$ cat config.mk
export PLATFORM = sky130hd
export DESIGN_NAME = miner_sequencer_flat
export DESIGN_NICKNAME = d
export VERILOG_FILES = /design/src/rtl/miner_sequencer_if.sv /design/src/rtl/miner_sequencer.sv /design/src/flat_wrapper.sv
export SDC_FILE = /design/constraint.sdc
export NUM_CORES = 1
export LEC_CHECK = 0
export CORE_MARGIN = 4
export CORE_UTILIZATION = 53
export CTS_CLUSTER_SIZE = 8
export DETAILED_ROUTE_END_ITERATION = 10
export DONT_BUFFER_PORTS = 1
export GPL_ROUTABILITY_DRIVEN = 0
export PLACE_DENSITY_LB_ADDON = 0.12
export SLEW_MARGIN = 10
export SYNTH_ARGS = -nofsm -noshare
export SYNTH_HDL_FRONTEND = slang
export SYNTH_SLANG_ARGS = --single-unit
$ cat constraint.sdc
create_clock -name clk -period 8.6 [get_ports clk]
set_clock_uncertainty 0.15 [all_clocks]
set_input_delay 0.86 -clock clk [delete_from_list [all_inputs] [get_ports clk]]
set_output_delay 0.86 -clock clk [all_outputs]
set_load 0.02 [all_outputs]
$ cat src/rtl/miner_sequencer_if.sv
// rtl/miner_sequencer_if.sv - golden-nonce readout handshake bundle
//
// Purpose: carries the golden-nonce FIFO head to the readout path (UART/JTAG).
// Signals:
//   golden_valid  FIFO not empty (driven by the sequencer)
//   golden_ready  readout accepts the head entry (driven by the reader)
//   golden_nonce  FIFO head entry (driven by the sequencer)
// Modports: master = sequencer side, slave = readout side.

interface miner_sequencer_if;
  logic        golden_valid;
  logic        golden_ready;
  logic [31:0] golden_nonce;

  modport master (
    output golden_valid,
    output golden_nonce,
    input  golden_ready
  );

  modport slave (
    input  golden_valid,
    input  golden_nonce,
    output golden_ready
  );
endinterface

$ cat src/rtl/miner_sequencer.sv
// rtl/miner_sequencer.sv - slot/nonce sequencer and golden-nonce matcher for a double-SHA-256 core
//
// Purpose: drives cnt/feedback/nonce into the hashing core, matches each final
// hash back to the nonce issued HASH_LAG slots earlier, and queues golden nonces
// in a small FIFO for the readout path.
// Parameters: LOOP (cycles per hash slot), HASH_LAG (slots of core latency),
//   FIFO_DEPTH (golden-nonce entries, power of two 2..16).
// Ports:
//   clk, reset      clock, synchronous active-high reset
//   run             advance cnt/nonce when high, hold when low
//   work_load       one-cycle pulse, reload nonce from nonce_base
//   nonce_base      starting nonce for new work
//   cnt, feedback   round-group index and feedback select to the core
//   nonce           nonce for the slot currently being loaded
//   hash_in         final hash; only bits [255:224] are examined
//   golden          readout handshake (miner_sequencer_if.master)
//   fifo_level      entries held, 0..FIFO_DEPTH
//   overflow        sticky, a golden nonce was dropped
//   nonce_wrap      one-cycle pulse after nonce wraps FFFFFFFF->0
// Option: define SEQ_SHARE_MASK_EN to add input share_mask[31:0], which selects
//   the hash bits that must be zero (share difficulty); otherwise all 32 bits.

module miner_sequencer #(
  parameter int unsigned LOOP       = 4,
  parameter int unsigned HASH_LAG   = 68,
  parameter int unsigned FIFO_DEPTH = 4
) (
  input  logic                    clk,
  input  logic                    reset,
  input  logic                    run,
  input  logic                    work_load,
  input  logic [31:0]             nonce_base,
  output logic [5:0]              cnt,
  output logic                    feedback,
  output logic [31:0]             nonce,
  input  logic [255:0]            hash_in,
`ifdef SEQ_SHARE_MASK_EN
  input  logic [31:0]             share_mask,
`endif
  miner_sequencer_if.master       golden,
  output logic [4:0]              fifo_level,
  output logic                    overflow,
  output logic                    nonce_wrap
);

  localparam int unsigned AW       = $clog2(FIFO_DEPTH);
  localparam logic [5:0]  CNT_LAST = 6'(LOOP - 1);
  localparam logic [15:0] LAG      = 16'(HASH_LAG);
  localparam logic [4:0]  DEPTH    = 5'(FIFO_DEPTH);

  logic [15:0]   warm;
  logic          boundary;
  logic          check_en;
  logic [31:0]   mask;
  logic          hit;
  logic          push_pend;
  logic [31:0]   push_data;
  logic [31:0]   mem [FIFO_DEPTH];
  logic [AW-1:0] wr_ptr;
  logic [AW-1:0] rd_ptr;
  logic [4:0]    level;
  logic          full;
  logic          pop;
  logic          wr_en;
  logic          unused_hash;

  // Only the top word of the hash decides golden-ness.
  assign unused_hash = ^hash_in[223:0];

`ifdef SEQ_SHARE_MASK_EN
  assign mask = share_mask;
`else
  assign mask = 32'hFFFF_FFFF;
`endif

  assign feedback = (cnt != 6'd0);
  assign boundary = run && (cnt == CNT_LAST);
  assign check_en = (warm == LAG);
  assign hit      = run && (cnt == 6'd0) && check_en && ((hash_in[255:224] & mask) == 32'd0);

  // Slot counter, nonce and warm-up counter. work_load wins over the boundary
  // so a reload landing on the last cycle of a slot still starts cleanly.
  always_ff @(posedge clk) begin
    if (reset) begin
      cnt        <= 6'd0;
      nonce      <= 32'd0;
      warm       <= 16'd0;
      nonce_wrap <= 1'b0;
    end else if (work_load) begin
      cnt        <= 6'd0;
      nonce      <= nonce_base;
      warm       <= 16'd0;
      nonce_wrap <= 1'b0;
    end else begin
      nonce_wrap <= boundary && (nonce == 32'hFFFF_FFFF);
      if (run) begin
        cnt <= boundary ? 6'd0 : cnt + 6'd1;
      end
      if (boundary) begin
        nonce <= nonce + 32'd1;
        if (warm != LAG) begin
          warm <= warm + 16'd1;
        end
      end
    end
  end

  // The hash on hash_in at slot start belongs to the nonce issued HASH_LAG
  // slots ago; the subtraction is modular so it is correct across a wrap.
  always_ff @(posedge clk) begin
    if (reset) begin
      push_pend <= 1'b0;
      push_data <= 32'd0;
    end else begin
      push_pend <= hit;
      push_data <= nonce - 32'(HASH_LAG);
    end
  end

  assign full  = (level == DEPTH);
  assign pop   = golden.golden_valid && golden.golden_ready;
  // A pop in the same cycle frees the slot the push writes into, even at full.
  assign wr_en = push_pend && (!full || pop);

  always_ff @(posedge clk) begin
    if (reset) begin
      wr_ptr   <= '0;
      rd_ptr   <= '0;
      level    <= 5'd0;
      overflow <= 1'b0;
      for (int i = 0; i < FIFO_DEPTH; i++) begin
        mem[i] <= 32'd0;
      end
    end else begin
      if (wr_en) begin
        mem[wr_ptr] <= push_data;
        wr_ptr      <= wr_ptr + AW'(1);
      end
      if (pop) begin
        rd_ptr <= rd_ptr + AW'(1);
      end
      case ({wr_en, pop})
        2'b10:   level <= level + 5'd1;
        2'b01:   level <= level - 5'd1;
        default: level <= level;
      endcase
      if (push_pend && full && !pop) begin
        overflow <= 1'b1;
      end
    end
  end

  assign golden.golden_valid = (level != 5'd0);
  assign golden.golden_nonce = mem[rd_ptr];
  assign fifo_level          = level;

endmodule

$ cat src/flat_wrapper.sv
// flat-port wrapper written by rule: the top's interface ports become plain ports
module miner_sequencer_flat 
#(
  parameter int unsigned LOOP       = 4,
  parameter int unsigned HASH_LAG   = 68,
  parameter int unsigned FIFO_DEPTH = 4
)
  (clk, reset, run, work_load, nonce_base, cnt, feedback, nonce, hash_in, fifo_level, overflow, nonce_wrap, golden_golden_valid, golden_golden_nonce, golden_golden_ready);
  miner_sequencer_if golden_i ();
  input  logic clk;
  input  logic reset;
  input  logic run;
  input  logic work_load;
  input  logic [31:0] nonce_base;
  output logic [5:0] cnt;
  output logic feedback;
  output logic [31:0] nonce;
  input  logic [255:0] hash_in;
  output logic [4:0] fifo_level;
  output logic overflow;
  output logic nonce_wrap;
  output wire logic [$bits(golden_i.golden_valid)-1:0] golden_golden_valid;
  output wire logic [$bits(golden_i.golden_nonce)-1:0] golden_golden_nonce;
  input wire logic [$bits(golden_i.golden_ready)-1:0] golden_golden_ready;
  assign golden_golden_valid = golden_i.golden_valid;
  assign golden_golden_nonce = golden_i.golden_nonce;
  assign golden_i.golden_ready = golden_golden_ready;
  miner_sequencer #(.LOOP(LOOP), .HASH_LAG(HASH_LAG), .FIFO_DEPTH(FIFO_DEPTH)) u_core (.clk(clk), .reset(reset), .run(run), .work_load(work_load), .nonce_base(nonce_base), .cnt(cnt), .feedback(feedback), .nonce(nonce), .hash_in(hash_in), .golden(golden_i), .fifo_level(fifo_level), .overflow(overflow), .nonce_wrap(nonce_wrap));
endmodule
# ---- Yosys cells after proc, flatten, opt, wreduce, memory -nomap -nowiden
# Memory sizes are Yosys's and may differ from the RTL's. A register that Yosys moved wholly into a read port is not among the register bits.
# Index checks and enable logic that the tools add are counted.
dict set report totals {
  input_bits 293
  mem_bits_rw 128
  memories 1
  out_inout_bits 79
  wordCells 61
  reg_bits 98
}
dict set report classes {
  mux 14
  n_addsub 8
  reduce_logical 21
  eq_ne 7
}
# name depth width rd rd_clocked_by_memory_dff wr line
set memory_table {}
lappend memory_table {u_core.mem 4 32 1 1 4 miner_sequencer.sv:58} ;# logic [31:0] mem [FIFO_DEPTH];
# op count
set op_table {}
lappend op_table {{2-to-1 mux 32 bit} 3}
lappend op_table {{adder 32 x 1 -> 32 bit (second input constant)} 1}
lappend op_table {{== test 32 bit (second input constant)} 1}
lappend op_table {{logical NOT 32 bit} 1}
lappend op_table {{OR reduction 32 bit} 1}
lappend op_table {{subtractor 32 x 7 -> 32 bit (second input constant)} 1}
lappend op_table {{adder 16 x 1 -> 16 bit (second input constant)} 1}
lappend op_table {{== test 16 x 7 -> 1 bit (second input constant)} 1}
lappend op_table {{!= test 16 x 7 -> 1 bit (second input constant)} 1}
lappend op_table {{one-hot mux 5 bit (2 select lines)} 1}
lappend op_table {{logical AND 1 bit} 9}
lappend op_table {{adder 6 x 1 -> 6 bit (second input constant)} 1}
lappend op_table {{== test 6 x 2 -> 1 bit (second input constant)} 1}
lappend op_table {{logical NOT 6 bit} 1}
lappend op_table {{2-to-1 mux 1 bit} 6}
lappend op_table {{2-to-1 mux 2 bit} 3}
lappend op_table {{2-to-1 mux 6 bit} 1}
lappend op_table {{nonzero test 6 bit} 1}
lappend op_table {{adder 5 x 1 -> 5 bit (second input constant)} 1}
lappend op_table {{== test 5 x 3 -> 1 bit (second input constant)} 1}
lappend op_table {{nonzero test 5 bit} 1}
lappend op_table {{subtractor 5 x 1 -> 5 bit (second input constant)} 1}
lappend op_table {{adder 2 x 1 -> 2 bit (second input constant)} 2}
lappend op_table {{nonzero test 2 bit} 2}
lappend op_table {{other kinds (6)} 7}

# ---- Depth between registers and ports, before layout
dict set report logic_depth {
  word_depth 9
  mapped_depth 9
  depth_no_buf 8
}

# ---- Least setup slack after synthesis
# OpenSTA, ideal clock, no wires.
dict set report synth_path {
  path_type {input-to-reg}
  from {input golden_golden_ready}
  to {memory u_core.mem[1][0], enable pin}
  path_buffers 0
  t_arrival_ns 2.694
  slack_ns 5.328
  stages 3
  path_cell_list {nand3b_1 nand3_1 o21bai_1}
}
# item line
set synth_rtl {}
lappend synth_rtl {{start: declaration} flat_wrapper.sv:24} ;# input wire logic [$bits(golden_i.golden_ready)-1:0] golden_golden_ready;
lappend synth_rtl {{end: declaration} miner_sequencer.sv:58}

# ---- Worst setup path in the final report
dict set report layout_path {
  from {register u_core.level[1] (netlist: u_core.fifo_level[1])}
  to {register u_core.level[4] (netlist: u_core.fifo_level[4])}
}
dict set report layout_between {
  elab_chain_len 6
}
# item line
set layout_lines {}
lappend layout_lines {{start: declaration} miner_sequencer.sv:61} ;# logic [4:0] level;
lappend layout_lines {{start signal: assignment} miner_sequencer.sv:143} ;# 2'b10: level <= level + 5'd1;
lappend layout_lines {{start signal: assignment} miner_sequencer.sv:144} ;# 2'b01: level <= level - 5'd1;
lappend layout_lines {{start signal: assignment} miner_sequencer.sv:145} ;# default: level <= level;
lappend layout_lines {{== test 5 x 3 -> 1 bit / nonzero test 5 bit (equally long branches)} {miner_sequencer.sv:120, miner_sequencer.sv:153}}
lappend layout_lines {{logical NOT 1 bit / logical AND 1 bit (equally long branches)} {miner_sequencer.sv:123, miner_sequencer.sv:121}}
lappend layout_lines {{logical OR 1 bit} miner_sequencer.sv:123} ;# assign wr_en = push_pend && (!full || pop);
lappend layout_lines {{logical AND 1 bit} miner_sequencer.sv:123}
lappend layout_lines {{== test 2 x 1 -> 1 bit / == test 2 bit (equally long branches)} miner_sequencer.sv:142} ;# case ({wr_en, pop})
lappend layout_lines {{one-hot mux 5 bit (2 select lines) / nonzero test 2 bit (equally long branches)} n/a}
# Parallel ways exist; a longest one is shown, timed or not.
# A chain may end at the register's enable or synchronous reset.

==> impl_metrics.yaml <==
cells_and_area:
  fin_util_pct: 60.4
  area_growth_pct: 11.3
  multi_input_area_mm2: 0.00448
  drive_gt1_share_pct: 11.2
  seq_area_mm2: 0.00585
  nets: 1220
  antennaDiodeCount: 0
  fillers: 1623
  layoutNonFillerInstCount: 1206
clocking:
  htree_levels: 2
  postCtsResizedCells: 0
  cts_buffer_depth: 3
  cts_sinks: 228
  root_buffer: "clkbuf_16"
  cts_buffers: 34
  hold_buffers: 0
  tritoncts: "yes"
  clk_latency_ns: 0.49
  clkTransAtPathRegs_ns: 0.05
  post_cts_buffers: 0
yosys:
  yosysTopAreaCell: "edfxtp_1"
  synth_area_leaders: "edfxtp_1 36%, dfxtp_1 19%, and2_1 7.9%"
  yosysMostFrequentCell: "and2_1"
  synthArstFlopShare_pct: 0
  syn_avg_cell_area_um2: 11.4
  yosys.cell_types.count: 57
  ys_ff_latch: 228
  syn_inst: 931
  yosys_warnings: 0
  synth.top_cells.by_count: "135 x and2_1, 128 x edfxtp_1, 100 x dfxtp_1"
  synth.net_count: 1232
  yosysSeqAreaShare_pct: 55.0
  synthFlopType: "edfxtp_1"
  synth_edf_count: 128
  yosysTopAreaCellShare_pct: 36.1
  synthesis.area_mm2: 0.0106
floorplan:
  io_pins: 372
  die_h_um: 150
  fp.dieW_um: 150
  start_util_pct: 54.3
  die-area_mm2: 0.0224
  core_area_mm2: 0.0196
  placementRows: 51
power_and_ir_drop:
  power_frac_comb_pct: 5.3
  switching_share_pct: 22.3
  pwr-share-clk_pct: 46.7
  ir_drop_mv: 0.127
  pwr-share-seq_pct: 48.0
  p_leak_uw: 0.00416
  p_int_uw: 2040
  power_density_mw_per_mm2: 222
  netSwitchingPower_uw: 584
timing:
  fin_crit_ns: 3.28
  fin_ws_ns: 5.32
  maxSlewHeadroom_pct: 32.6
  max_freq_mhz: 305
  finalHoldViolCount: 0
  setup_violations: 0
  finalSetupTns_ns: 0
  worstMarginPinSlew_ns: 1.01
  fin_crit_sh_pct: 38.1
  whs_ns: 0.299
  grt_setup_unrepaired: "false"
  drv_slew: 0
setup_path:
  crit_chain: "or4_1 -> o21ai_0 -> o31ai_1 -> ha_1 -> or3_1 -> o41ai_1 -> a21oi_1 -> a31o_2"
  crit_path_end_kind: "register"
  cp_top_family: "compound AO/OA/AOI/OAI gates"
  cpPeakStageDelay_ns: 0.59
  regToRegStartpoint: "u_core.fifo_level[1]"
  crit_type: "register to register"
  crit_buf_inv: 0
  cp.required_ns: 8.82
  critical_path_arrival_ns: 3.50
  crit_slowest_cell: "or4_1"
  reg2reg_depth: 8
  startpoint_type: "register"
  path_max_fanout: 10
  reg2reg_to: "u_core.fifo_level[4]"
  path_depth: 8
  regToRegSetupSlack_ns: 5.32
grt:
  grtUsageTotal_pct: 23.5
  grt-ovfl-total: 0
  antenna_found_initial: 0
  grt_pass1_vias: 7354
  use_met2_pct: 39.0
  grt_max_degree: 90
  met3_usage_pct: 7.21
  globalRouteMet1Util_pct: 30.8
  grt_pass1_wl_um: 40900
  grt.busiest_layer: "met2"
run:
  drv_cap: 0
drt:
  drtIter0Drc: 445
  wl_per_cell_um: 21.4
  drt_wl_total_um: 25800
  drc: 0
  drt_first_pass_iters: 5
  ant_nets: 0
  viasPerCell: 5.93
  vias: 7157
min_path:
  hold_start: "reset"
  holdPathStages: 1
  hold_class: "primary input to register"
  min_to: "u_core.nonce[1]"
place:
  place_ws_ns: 5.36
  dpl.cell_count: 1148
  port_buffers: 0
  hpwl_um: 16300
status:
  status: "finished, final reports clean"
## power groups by stage
stage | sequential [uW] | combinational (uW) | clock [uW]
after floorplan | 1260 | 128 | 0
after global placement | 1280 | 138 | 0
after detailed placement | 1280 | 140 | 0
after CTS | 1260 | 140 | 1250
after global routing | 1270 | 152 | 1300
final | 1260 | 138 | 1230
## worst reg2reg max path, stage by stage, from the launching register on
cell	delay [ns]
dfxtp_1	0.45
or4_1	0.59
o21ai_0	0.47
o31ai_1	0.14
ha_1	0.25
or3_1	0.39
o41ai_1	0.39
a21oi_1	0.13
a31o_2	0.22
## layout by cell type (no fill, tap or decap), types with 3 or more instances in the layout
cell	synthesis	routed
clkbuf_1	44	21
and3_1	7	7
nor3b_1	6	4
a21o_1	3	3
a2111oi_0	8	8
dfxtp_1	100	99
or3_1	3	3
nand2_1	37	37
o21a_1	13	13
nand3_1	29	29
or4_1	7	7
ha_1	8	8
nor2b_1	18	18
o22ai_1	3	3
nor2_1	78	78
edfxtp_1	128	128
clkbuf_16	0	35
nand3b_1	4	4
mux4_2	32	32
mux2_2	6	6
nor4_1	20	20
inv_1	26	26
nor3_1	23	22
and4_1	7	7
o21ai_0	3	3
o31ai_1	3	3
nand4_1	30	30
nand2b_1	6	6
a21oi_1	26	26
mux2i_1	6	6
nor4b_1	3	3
and2_1	135	135
buf_4	1	12
xor2_1	31	31
xnor2_1	33	33
## registers in the layout (all words and copies together), names as in the netlist, named ones only
signal / count
u_core.cnt: 6
u_core.fifo_level: 5
u_core.mem: 128
u_core.nonce: 32
u_core.nonce_wrap: 1
u_core.overflow: 1
u_core.push_data: 32
u_core.push_pend: 1
u_core.rd_ptr: 2
u_core.warm: 16
u_core.wr_ptr: 2
## worst max-delay path by stage
stage | from | slack [ns] | end
floorplan | golden_golden_ready | 5.33 | u_core.mem[1][0]
global route | u_core.fifo_level[1] | 5.11 | u_core.mem[0][23]
CTS | u_core.fifo_level[1] | 5.37 | u_core.fifo_level[4]
finish | u_core.fifo_level[1] | 5.32 | u_core.fifo_level[4]
detailed placement | u_core.fifo_level[1] | 5.36 | u_core.fifo_level[4]
global placement | golden_golden_ready | 5.38 | u_core.mem[0][25]
## metal layers
layer,wire (um),vias up
li1,-,3319
met1,11000,3540
met2,12200,269
met3,2260,29
met4,311,0
met5,0,-
## kinds of logic after synthesis
logic type,count (synthesis),synth area share (%)
simple gates,427,22.8
xor+xnor,64,5.27
buf+inv,86,3.23
mux,45,8.10
compound gates,73,4.68
fa+ha+maj,8,0.941
flops,228,55.0
## through the flow
step	total power [uW]	cell area (um2)
3_3_place_gp	1410	10800
5_1_grt	2720	11800
6_report	2620	11800
3_5_place_dp	1420	10800
4_1_cts	2650	11800
2_1_floorplan	1380	10600
## final cells by class
cell class / count / area share (%)
Clock buffer: 56 / 8.07
Tap cell: 265 / 2.80
Multi-Input combinational cell: 617 / 37.8
Timing Repair Buffer: 12 / 0.761
Inverter: 26 / 0.825
Clock inverter: 2 / 0.328
Sequential cell: 228 / 49.4
(Power assumes the default switching activity.)
